### src/rtl/riscv_pkg.sv
// Shared definitions for the core and its memory arbiter.
package riscv_pkg;

    // Arbiter FSM states
    typedef enum logic [1:0] {
        IDLE  = 2'd0,
        ISSUE = 2'd1,
        WAIT  = 2'd2,
        DONE  = 2'd3
    } arb_state_t;

    // Opcodes of the instruction subset the core implements
    localparam logic [6:0] OP_LW  = 7'b0000011;
    localparam logic [6:0] OP_SW  = 7'b0100011;
    localparam logic [6:0] OP_ALU = 7'b0110011;
    localparam logic [6:0] OP_BEQ = 7'b1100011;

    // addi x0, x0, 0
    localparam logic [31:0] NOP = 32'h0000_0013;

endpackage

### src/rtl/riscv_mem_arbiter.sv
// Serialises instruction-fetch and data accesses onto one single-ported
// memory. Data has priority; a saturating counter lets a pending fetch win
// after STARVE_MAX consecutive data grants.
module riscv_mem_arbiter
    import riscv_pkg::*;
#(
    parameter int ADDR_W     = 32,
    parameter int DATA_W     = 32,
    parameter int STARVE_MAX = 4
) (
    input  logic              clk,
    input  logic              rst_n,
    input  logic              if_req,
    input  logic [ADDR_W-1:0] if_addr,
    output logic              if_ready,
    output logic [DATA_W-1:0] if_rdata,
    input  logic              d_req,
    input  logic              d_we,
    input  logic [ADDR_W-1:0] d_addr,
    input  logic [DATA_W-1:0] d_wdata,
    output logic              d_ready,
    output logic [DATA_W-1:0] d_rdata,
    output logic              mem_en,
    output logic              mem_we,
    output logic [ADDR_W-1:0] mem_addr,
    output logic [DATA_W-1:0] mem_wdata,
    input  logic              mem_valid,
    input  logic [DATA_W-1:0] mem_rdata,
    output logic              busy,
    output logic              err
);

    localparam logic [3:0] STARVE_LIM = 4'(STARVE_MAX);

    arb_state_t state, state_nxt;
    logic       gnt_d;
    logic [3:0] starve_cnt;
    logic       fetch_wins;
    logic       grant;
    logic       mem_en_nxt, if_ready_nxt, d_ready_nxt, busy_nxt;

    // Fetch wins when it is alone or when data has starved it long enough
    assign fetch_wins = if_req && (!d_req || starve_cnt == STARVE_LIM);
    assign grant      = (state == IDLE) && (if_req || d_req);

    // State register
    always_ff @(posedge clk or negedge rst_n) begin
        if (!rst_n) state <= IDLE;
        else        state <= state_nxt;
    end

    // Next-state logic
    always_comb begin
        state_nxt = state;
        case (state)
            IDLE:    if (if_req || d_req) state_nxt = ISSUE;
            ISSUE:   state_nxt = WAIT;
            WAIT:    if (mem_valid) state_nxt = DONE;
            DONE:    state_nxt = IDLE;
            default: state_nxt = IDLE;
        endcase
    end

    // Output decode from the next state, so every strobe leaves a flop
    always_comb begin
        mem_en_nxt   = (state_nxt == ISSUE);
        if_ready_nxt = (state_nxt == DONE) && !gnt_d;
        d_ready_nxt  = (state_nxt == DONE) &&  gnt_d;
        busy_nxt     = (state_nxt != IDLE);
    end

    // Registered strobes
    always_ff @(posedge clk or negedge rst_n) begin
        if (!rst_n) begin
            mem_en   <= 1'b0;
            if_ready <= 1'b0;
            d_ready  <= 1'b0;
            busy     <= 1'b0;
        end else begin
            mem_en   <= mem_en_nxt;
            if_ready <= if_ready_nxt;
            d_ready  <= d_ready_nxt;
            busy     <= busy_nxt;
        end
    end

    // Grant: latch winner and payload straight into the memory-side
    // registers; they hold until the next grant, mem_we doubles as the
    // latched store flag for the completion path
    always_ff @(posedge clk or negedge rst_n) begin
        if (!rst_n) begin
            gnt_d      <= 1'b0;
            starve_cnt <= 4'd0;
            mem_we     <= 1'b0;
            mem_addr   <= '0;
            mem_wdata  <= '0;
        end else if (grant) begin
            gnt_d <= !fetch_wins;
            if (fetch_wins) begin
                starve_cnt <= 4'd0;
                mem_we     <= 1'b0;
                mem_addr   <= {2'b00, if_addr[ADDR_W-1:2]};
            end else begin
                if (if_req && starve_cnt != 4'hF) starve_cnt <= starve_cnt + 4'd1;
                mem_we    <= d_we;
                mem_addr  <= {2'b00, d_addr[ADDR_W-1:2]};
                mem_wdata <= d_wdata;
            end
        end
    end

    // Response capture; stores leave d_rdata untouched
    always_ff @(posedge clk or negedge rst_n) begin
        if (!rst_n) begin
            if_rdata <= '0;
            d_rdata  <= '0;
        end else if (state == WAIT && mem_valid) begin
            if (!gnt_d)       if_rdata <= mem_rdata;
            else if (!mem_we) d_rdata  <= mem_rdata;
        end
    end

    // Sticky error on a response nobody asked for
    always_ff @(posedge clk or negedge rst_n) begin
        if (!rst_n)                          err <= 1'b0;
        else if (mem_valid && state != WAIT) err <= 1'b1;
    end

endmodule
### config.mk
export PLATFORM = sky130hd
export DESIGN_NAME = riscv_mem_arbiter
export DESIGN_NICKNAME = d
export VERILOG_FILES = /design/src/rtl/riscv_pkg.sv /design/src/rtl/riscv_mem_arbiter.sv
export SDC_FILE = /design/constraint.sdc
export NUM_CORES = 1
export LEC_CHECK = 0
export CAP_MARGIN = 40
export CORE_ASPECT_RATIO = 1.75
export CORE_UTILIZATION = 41
export DETAILED_ROUTE_END_ITERATION = 6
export GPL_ROUTABILITY_DRIVEN = 0
export PLACE_DENSITY = 0.8
export SLEW_MARGIN = 10
export SYNTH_ARGS = -nofsm -noshare
export SYNTH_HDL_FRONTEND = slang
export SYNTH_SLANG_ARGS = --single-unit
### constraint.sdc
create_clock -name clk -period 1.8 [get_ports clk]
set_input_delay 0.18 -clock clk [delete_from_list [all_inputs] [get_ports clk]]
set_output_delay 0.18 -clock clk [all_outputs]
set_load 0.05 [all_outputs]
# After elaboration in Yosys (flattened, before gate mapping)

Index checks and enable logic that the tools add are counted.
W data, S select, Z words.

Register bits after elaboration: 141
Output and inout bits: 134
Logic and storage cells: 51

Add/subtract/negate cells: 1
Equal/unequal tests: 8
Muxes and demuxes: 7
Bitwise operators: 3
Reductions and logical operators: 19

Operators by type and width:

| cell                  | count |
|---|---|
| $mux W30              | 1 |
| $mux W4               | 2 |
| $pmux W2 S4           | 1 |
| $logic_and A1 B1 Y1   | 7 |
| $eq A2 B2 Y1 const B  | 3 |
| $reduce_and A2 Y1     | 3 |
| $add A4 B1 Y4 const B | 1 |
| $eq A2 B1 Y1 const B  | 2 |
| $eq A4 B3 Y1 const B  | 1 |
| $mux W2               | 2 |
| $ne A4 B4 Y1 const B  | 1 |
| $reduce_bool A2 Y1    | 2 |
| $logic_not A1 Y1      | 3 |
| $not A1 Y1            | 3 |
| $reduce_and A3 Y1     | 1 |
| $logic_not A2 Y1      | 1 |
| $logic_or A1 B1 Y1    | 2 |
| $ne A2 B2 Y1 const B  | 1 |
| $mux W1               | 1 |

# Logic depth before layout (Yosys ltp)

Gate-level depths: netlist (run 1).

Depth in word-level cells: 5
Depth in mapped cells: 7

# Worst setup path after synthesis (run 1)

No wires, ideal clock.

Kind: reg2reg
Start point: reg starve_cnt[0]
End point: reg mem_wdata[10]
Setup time: 0.125 ns
Arrival: 1.517 ns
Path slack: 0.158 ns
Cell stages (with the launch flop): 7
Clock period less this slack: 1.642 ns
Cells stage by stage: dfrtp_1 inv_1 ha_1 nand4b_1 nand3_1 buf_2 mux2_2

Cells in the longest elaborated chain, start to end: 5

Ends and longest elaborated chain:

| what                               | line                     | text |
|---|---|---|
| from (decl)                        | riscv_mem_arbiter.sv:37  | `logic [3:0] starve_cnt;` |
| from (signal assigned)             | riscv_mem_arbiter.sv:104 | `if (if_req && starve_cnt != 4'hF) starve_cnt <= starve_cnt + 4'd1;` |
| $eq A4 B3 Y1                       | riscv_mem_arbiter.sv:43  | `assign fetch_wins = if_req && (!d_req \|\| starve_cnt == STARVE_LIM);` |
| $logic_or A1 B1 Y1                 | riscv_mem_arbiter.sv:43  |  |
| $logic_and A1 B1 Y1                | riscv_mem_arbiter.sv:43  |  |
| $not A1 Y1 (no source line)        | n/a                      |  |
| $reduce_and A2 Y1 (no source line) | n/a                      |  |
| to (signal assigned)               | riscv_mem_arbiter.sv:107 | `mem_wdata <= d_wdata;` |
| to (decl)                          | riscv_mem_arbiter.sv:26  | `output logic [DATA_W-1:0] mem_wdata,` |

Every way passes these cells.
A chain may end at the register's enable or synchronous reset.

# Final worst setup path (run 1)

Start point: reg mem_addr[9]
End point: out mem_addr[9]

RTL lines:

| what                   | line                     | text |
|---|---|---|
| from (decl)            | riscv_mem_arbiter.sv:25  | `output logic [ADDR_W-1:0] mem_addr,` |
| from (signal assigned) | riscv_mem_arbiter.sv:102 | `mem_addr <= {2'b00, if_addr[ADDR_W-1:2]};` |
| from (signal assigned) | riscv_mem_arbiter.sv:106 | `mem_addr <= {2'b00, d_addr[ADDR_W-1:2]};` |

No word-level cell between the ends.

==> results of run 1 <==
-- cells by family (layout without fill, tap and decap cells) --
group                      after synthesis  after routing  share of synthesized area (%)
AOI/OAI and AO/OA                       42             42                           6.11
xor gates and xnor gates                 1              1                          0.153
adders and majority gates                2              2                          0.438
buffers and inverters                   70            350                           5.14
DFF                                    139            139                           60.8
muxes                                   96             96                           18.9
other                                    1              2                         0.0656
and+or+nand+nor                         82             82                           8.34
-- cell usage after synthesis, types with 2 or more instances --
cell type,number,area [um^2]
buf_4,5,37.5
nand4b_1,2,17.5
nand3_1,32,160
buf_2,10,50.1
o21ai_0,2,10.0
nor2_2,2,12.5
clkbuf_1,18,67.6
o2bb2ai_1,4,35.0
nor2b_1,2,12.5
mux2_2,94,1060
o221ai_1,30,263
nand4_1,31,194
mux2_1,2,22.5
dfrtp_1,139,3480
a21oi_1,2,10.0
nand2_1,3,11.3
ha_1,2,25.0
inv_1,35,131
nand2b_1,3,18.8
-- power by group --
| part | total, mW | internal (mW) | switching (mW) |
|---|---|---|---|
| clock network | 3.25 | 1.81 | 1.43 |
| registers | 5.43 | 4.65 | 0.780 |
| logic | 11.8 | 4.28 | 7.50 |
-- cell type report --
class / count / area share, %
sequential: 139 / 37.4
timing repair buffer: 282 / 31.7
multi-input combinational: 225 / 21.2
clock buffer: 17 / 4.57
tap: 174 / 2.34
inverter: 36 / 1.45
clock inverter: 15 / 1.40
-- worst paths after layout --
kind | startpoint | cells after the start | endpoint | slack (ns)
setup / recovery | mem_addr[9]$_DFFE_PN0P_ | 1 | mem_addr[9] | 0.03
hold / removal | rst_n | 2 | d_rdata[0]$_DFFE_PN0P_ | 0.31
hold reg to reg | d_rdata[6]$_DFFE_PN0P_ | 1 | d_rdata[6]$_DFFE_PN0P_ | 0.49
min in group clk | d_we | 3 | mem_we$_DFFE_PN0P_ | 0.35
setup reg to reg | starve_cnt[0]$_DFFE_PN0P_ | 6 | mem_wdata[6]$_DFFE_PN0P_ | 0.10
max in group asynchronous | rst_n | 3 | mem_addr[22]$_DFFE_PN0P_ | 0.90
-- flip-flops by register name, summed over array words and instances, names as in the netlist, 2 cells and up --
name and count:
if_rdata 32, starve_cnt 4, mem_addr 30, mem_wdata 32, state 2, d_rdata 32
-- routing by layer --
metal | up-vias | part of all wire, %
li1 | 2105 | -
met1 | 2294 | 35
met2 | 230 | 54
met3 | 32 | 7.7
met4 | 0 | 2.6
met5 | - | 0
-- stage by stage --
stage,util (%),total power [mW],setup TNS [ns]
detailed placement,63.9,17.3,-1.97
CTS,68.1,20.6,0
finish,68.8,20.4,0
global route,68.8,21.4,-0.0138
global placement,63.9,17.0,0
floorplan,-,13.1,0
-- repair_timing --
| action | 4_1_cts | 5_1_grt |
|---|---|---|
| cloned | 0 | 1 |
| endpoints found under the setup margin | 1 | 59 |
| endpoints found under the hold margin | 49 | 0 |
| hold buffers | 1 | 0 |
| buffers inserted | 0 | 0 |
| gates resized for setup | 1 | 29 |
==> summary.md, run 1 <==
| Metric | Value |
|---|---|
| Die ar. | between 10000 and 15000 um^2 |
| Critical-path top delay cell | clkdlybuf4s50_1 |
| Maximum VDD drop | between 1 and 1.5 mV |
| Reg area | 3480 um^2 |
| Most frequent cells in the layout | clkdlybuf4s50_1 (225), dfrtp_1 (139), mux2_2 (94), inv_1 (35) |
| Fmax | approximately 570 MHz |
| Largest net degree at the start of global routing | 53 |
| HPWL after detailed placement | roughly 11000 um |
| Mean area per synthesized cell | 13.2 um^2 |
| Crit path time final | around 1.8 ns |
| Sink Count | 139 |
| Grt met2 use | 40.9% |
| Clk pin slew, worst setup/hold paths | roughly 0.060 ns |
| Final Hold Violating Endpoints | 0 |
| Area of the multi-input gates | a little under 2000 um^2 |
| Vias | between 4k and 5k |
| Max-Cap Viols | 0 |
| Met1 track demand over resource | between 20% and 30% |
| Clock tree buffer depth | 2 |
| Kind of cell adding the most delay to the critical path | buffers and inverters |
| Final setup fails | 0 |
| All-layer global routing usage | 22.1% |
| Avg WL per Cell | between 15 and 20 um |
| Vias in the first global route | 5019 |
| Post-route insts no fill | 888 |
| Critical path arrival | between 1.5 and 2 ns |
| Min-Delay Path Class | input pin to async pin |
| Iteration-0 DRC Markers | approximately 250 |
| FFs w/ async S/R, synth | 100% |
| Initial antenna violation count | 0 |
| GR Overflow Total | 0 |
| Initial Util | a little over two fifths |
| M3 GR Usage | approximately 6% |
| # rows | 56 |
| Syn. warnings | 0 |
| TritonCTS buffer count | 17 |
| H-tree Lvls | 4 |
| Cell Area, Synth | 5720 um^2 |
| Io pins | roughly 270 |
| Share of layout cells above drive strength 1 | between 20% and 30% |
| Drt pass-1 iters | 4 |
| Actual slew at the worst max-slew pin | 0.588 ns |
| Pre-CTS setup slack | -0.0651 ns |
| CP max stage delay | approximately 0.84 ns |
| First-pass GRT wire length | 24900 um |
| Layout area overhead | 62.8% |
| Leakage | between 4 and 5 nW |
| CP bufs+invs | 1 |
| Residual DRC | 0 |
| PwrDens | 2200 nW/um^2 |
| Post-synthesis sequential area ratio | between 60% and 70% |
| Busiest grt layer | met2 |
| Yosys cell types | 34 |
| Fill cells | just under 1k |
| Chip height | about 160 um |
| Post-synth EDFFs | 0 |
| Core outline area | about 14000 um^2 |
| RSZ-0062 raised after global routing | true |
| Kind of critical path | register to output pin |
| Post-Synthesis Cells | around 430 |
| Fin nets | around 840 |
| Fin worst setup slack | just over 0.03 ns |
| Clock Tree Root | clkbuf_16 |
| Detail Route Antenna Nets | 0 |
| Placed cells | approximately 850 |
| Fin area | 9310 um^2 |
| Commonest non-fill, non-tap cell in the layout | clkdlybuf4s50_1 |
| CTS tree | built |
| Die width | between 90 and 100 um |
| Final period util | between 90% and 100% |
| Critical Path Sink Type | output pin |
| Ant. Diodes | 0 |
| Total Wirelength | roughly 16000 um |
| Hold slack | roughly 0.31 ns |
| Slew Limit Headroom | between 60% and 70% |
| Critical Path Fanout Max | 2 |
| Area after DPL | between 8000 and 9000 um^2 |
| WP data required | between 1.5 and 2 ns |
| Max-slew violation count | 0 |
| Post-synth top flop | dfrtp_1 |
| Fin Clk Skew | around 0.0067 ns |
| Crit start category | register |
| Status | completed |
| Clock Latency Late Sink | 0.40 ns |
| Crit path cell chain | clkdlybuf4s50_1 |
| Number of synthesized register bits | approximately 140 |
| Vias per cell | ~5.2 |
| Port bufs | about 260 |
No activity file was read; power rests on OpenSTA's default activity.
==> run 2, diff against run 1 <==
--- a/config.mk
+++ b/config.mk
@@ -5,7 +5,6 @@
 export SDC_FILE = /design/constraint.sdc
 export NUM_CORES = 1
 export LEC_CHECK = 0
-export CAP_MARGIN = 40
 export CORE_ASPECT_RATIO = 1.75
 export CORE_UTILIZATION = 41
 export DETAILED_ROUTE_END_ITERATION = 6
@@ -15,3 +14,4 @@
 export SYNTH_ARGS = -nofsm -noshare
 export SYNTH_HDL_FRONTEND = slang
 export SYNTH_SLANG_ARGS = --single-unit
+export TNS_END_PERCENT = 20
==> run 2 against run 1 <==
Critical path depth unchanged; clock power about the same; via count about the same; setup slack improved by 0.0053 ns; combinational power about the same; first-iteration DRC count decreased by 1.6%; die area unchanged; clock skew about the same; fmax increased by 0.30%; final area unchanged; flip-flop and latch count unchanged; total power about the same; largest power group unchanged.
==> summary.md, run 2 (synthesized netlist as in run 1, its figures left out) <==
| Metric | Value |
|---|---|
| Status | completed |
| Share of layout cells above drive strength 1 | 22.4% (unchanged) |
| Largest net degree at the start of global routing | 53 (unchanged) |
| Io pins | 268 (unchanged) |
| Critical Path Fanout Max | 2 (unchanged) |
| Sink Count | 139 (unchanged) |
| Initial Util | 42.3% (unchanged) |
| CTS tree | built |
| Residual DRC | 0 (unchanged) |
| Iteration-0 DRC Markers | 250 (-1.6%) |
| # rows | 56 (unchanged) |
| Clock Latency Late Sink | 0.40 ns (about the same) |
| Hold slack | 0.307 ns (+0.000214 ns) |
| Reg area | 3480 um^2 (unchanged) |
| Vias per cell | 5.25 (about the same) |
| Final TNS setup | 0 ns (unchanged) |
| WP data required | 1.62 ns (about the same) |
| Critical Path Sink Type | output pin |
| Clock Tree Root | clkbuf_16 |
| Kind of critical path | register to output pin |
| Vias | 4660 (-0.021%) |
| PnR Total Power | 20.5 mW (about the same) |
| Detail Route Antenna Nets | 0 (unchanged) |
| Final setup fails | 0 (unchanged) |
| Max-Cap Viols | 0 (unchanged) |
| Ant. Diodes | 0 (unchanged) |
| HPWL after detailed placement | 11400 um (unchanged) |
| Pre-CTS setup slack | -0.0651 ns (unchanged) |
| Area of the multi-input gates | 1970 um^2 (unchanged) |
| CP bufs+invs | 1 (unchanged) |
| Crit path cell chain | clkdlybuf4s50_1 |
| Critical path arrival | 1.58 ns (about the same) |
| Kind of cell adding the most delay to the critical path | buffers and inverters |
| Commonest non-fill, non-tap cell in the layout | clkdlybuf4s50_1 |
| Fmax | 567 MHz (+0.30%) |
| Vias in the first global route | 5019 (unchanged) |
| Chip height | 158 um (unchanged) |
| CP max stage delay | 0.81 ns (-0.03 ns) |
| Critical-path top delay cell | clkdlybuf4s50_1 |
| Most frequent cells in the layout | clkdlybuf4s50_1 (225), dfrtp_1 (139), mux2_2 (94), inv_1 (35) |
| Core outline area | 13500 um^2 (unchanged) |
| All-layer global routing usage | 22.1% (unchanged) |
| Avg WL per Cell | 17.8 um (about the same) |
| Fin Clk Skew | 0.00655 ns (-0.000138 ns) |
| Crit path time final | 1.76 ns (-0.00525 ns) |
| Slew Limit Headroom | 59.8% (-0.93 points) |
| Leakage | 4.15 nW (unchanged) |
| Port bufs | 261 (unchanged) |
| RSZ-0062 raised after global routing | true |
| Die width | 91.3 um (unchanged) |
| Final Hold Violating Endpoints | 0 (unchanged) |
| Fill cells | 989 (unchanged) |
| Fin area | 9310 um^2 (unchanged) |
| Fin worst setup slack | 0.0359 ns (+0.00525 ns) |
| Top flop regs | d_rdata (32), if_rdata (32), mem_wdata (32) |
| Maximum VDD drop | 1.45 mV (-0.11%) |
| Crit start category | register |
| Clk pin slew, worst setup/hold paths | 0.06 ns (about the same) |
| Actual slew at the worst max-slew pin | 0.602 ns (+0.0139 ns) |
| H-tree Lvls | 4 (unchanged) |
| Clock tree buffer depth | 2 (unchanged) |
| Die ar. | 14400 um^2 (unchanged) |
| Area after DPL | 8640 um^2 (unchanged) |
| PwrDens | 2200 nW/um^2 (about the same) |
| Fin nets | 837 (unchanged) |
| Max-slew violation count | 0 (unchanged) |
| Layout area overhead | 62.8% (unchanged) |
| Final period util | 98.0% (-0.29 points) |
| Drt pass-1 iters | 4 (unchanged) |
| Min-Delay Path Class | input pin to async pin |
| GR Overflow Total | 0 (unchanged) |
| TritonCTS buffer count | 17 (unchanged) |
| Initial antenna violation count | 0 (unchanged) |
| Total Wirelength | 15800 um (about the same) |
| First-pass GRT wire length | 24900 um (unchanged) |
[run 2: cell counts in the layout (fill, tap and decap cells not counted)]
No cell type changed its count.
[run 2: cell type report]
type	instances	share of cell area (%)
sequential	139	37.4
timing repair buffer	282	31.7
multi-input combinational	225	21.2
clock buffer	17	4.57
tap	174	2.34
inverter	36	1.45
clock inverter	15	1.40
[run 2: final timing paths]
check | from | endpoint | slack, ns | depth (start not counted)
max | mem_addr[21]$_DFFE_PN0P_ | mem_addr[21] | 0.04 | 1
min reg2reg | d_rdata[6]$_DFFE_PN0P_ | d_rdata[6]$_DFFE_PN0P_ | 0.49 | 1
min in group clk | d_we | mem_we$_DFFE_PN0P_ | 0.35 | 3
max reg2reg | starve_cnt[0]$_DFFE_PN0P_ | mem_wdata[19]$_DFFE_PN0P_ | 0.10 | 6
min | rst_n | d_rdata[0]$_DFFE_PN0P_ | 0.31 | 2
max in group asynchronous | rst_n | mem_addr[22]$_DFFE_PN0P_ | 0.90 | 3
[run 2: power breakdown]
| group | switching (mW) | internal, mW | total [mW] |
|---|---|---|---|
| sequential | 0.777 | 4.65 | 5.43 |
| clock | 1.43 | 1.81 | 3.25 |
| combinational | 7.50 | 4.28 | 11.8 |
| total | 9.71 | 10.7 | 20.5 |
[run 2: what timing repair did]
action | 4_1_cts | 5_1_grt
hold endpoints to repair | 49 | 0
endpoints found under the setup margin | 1 | 59
cloned | 0 | 1
hold buffers | 1 | 0
resized for setup | 1 | 29
buffers inserted | 0 | 0
[run 2: per-stage QoR]
stage	utilization [%]	cells
final	68.8	888
after global routing	68.8	888
after CTS	68.1	887
after detailed placement	63.9	854
after global placement	63.9	854
after floorplan	-	434
[run 2: metal layers]
| layer | up-vias | wire, um | track usage (%) | part of all wire [%] |
|---|---|---|---|---|
| li1 | 2105 | - | - | - |
| met1 | 2295 | 5690 | 23.6 | 36 |
| met2 | 232 | 8560 | 40.9 | 54 |
| met3 | 28 | 1160 | 6.05 | 7.3 |
| met4 | 0 | 361 | 8.99 | 2.3 |
| met5 | - | 0 | 0 | 0 |
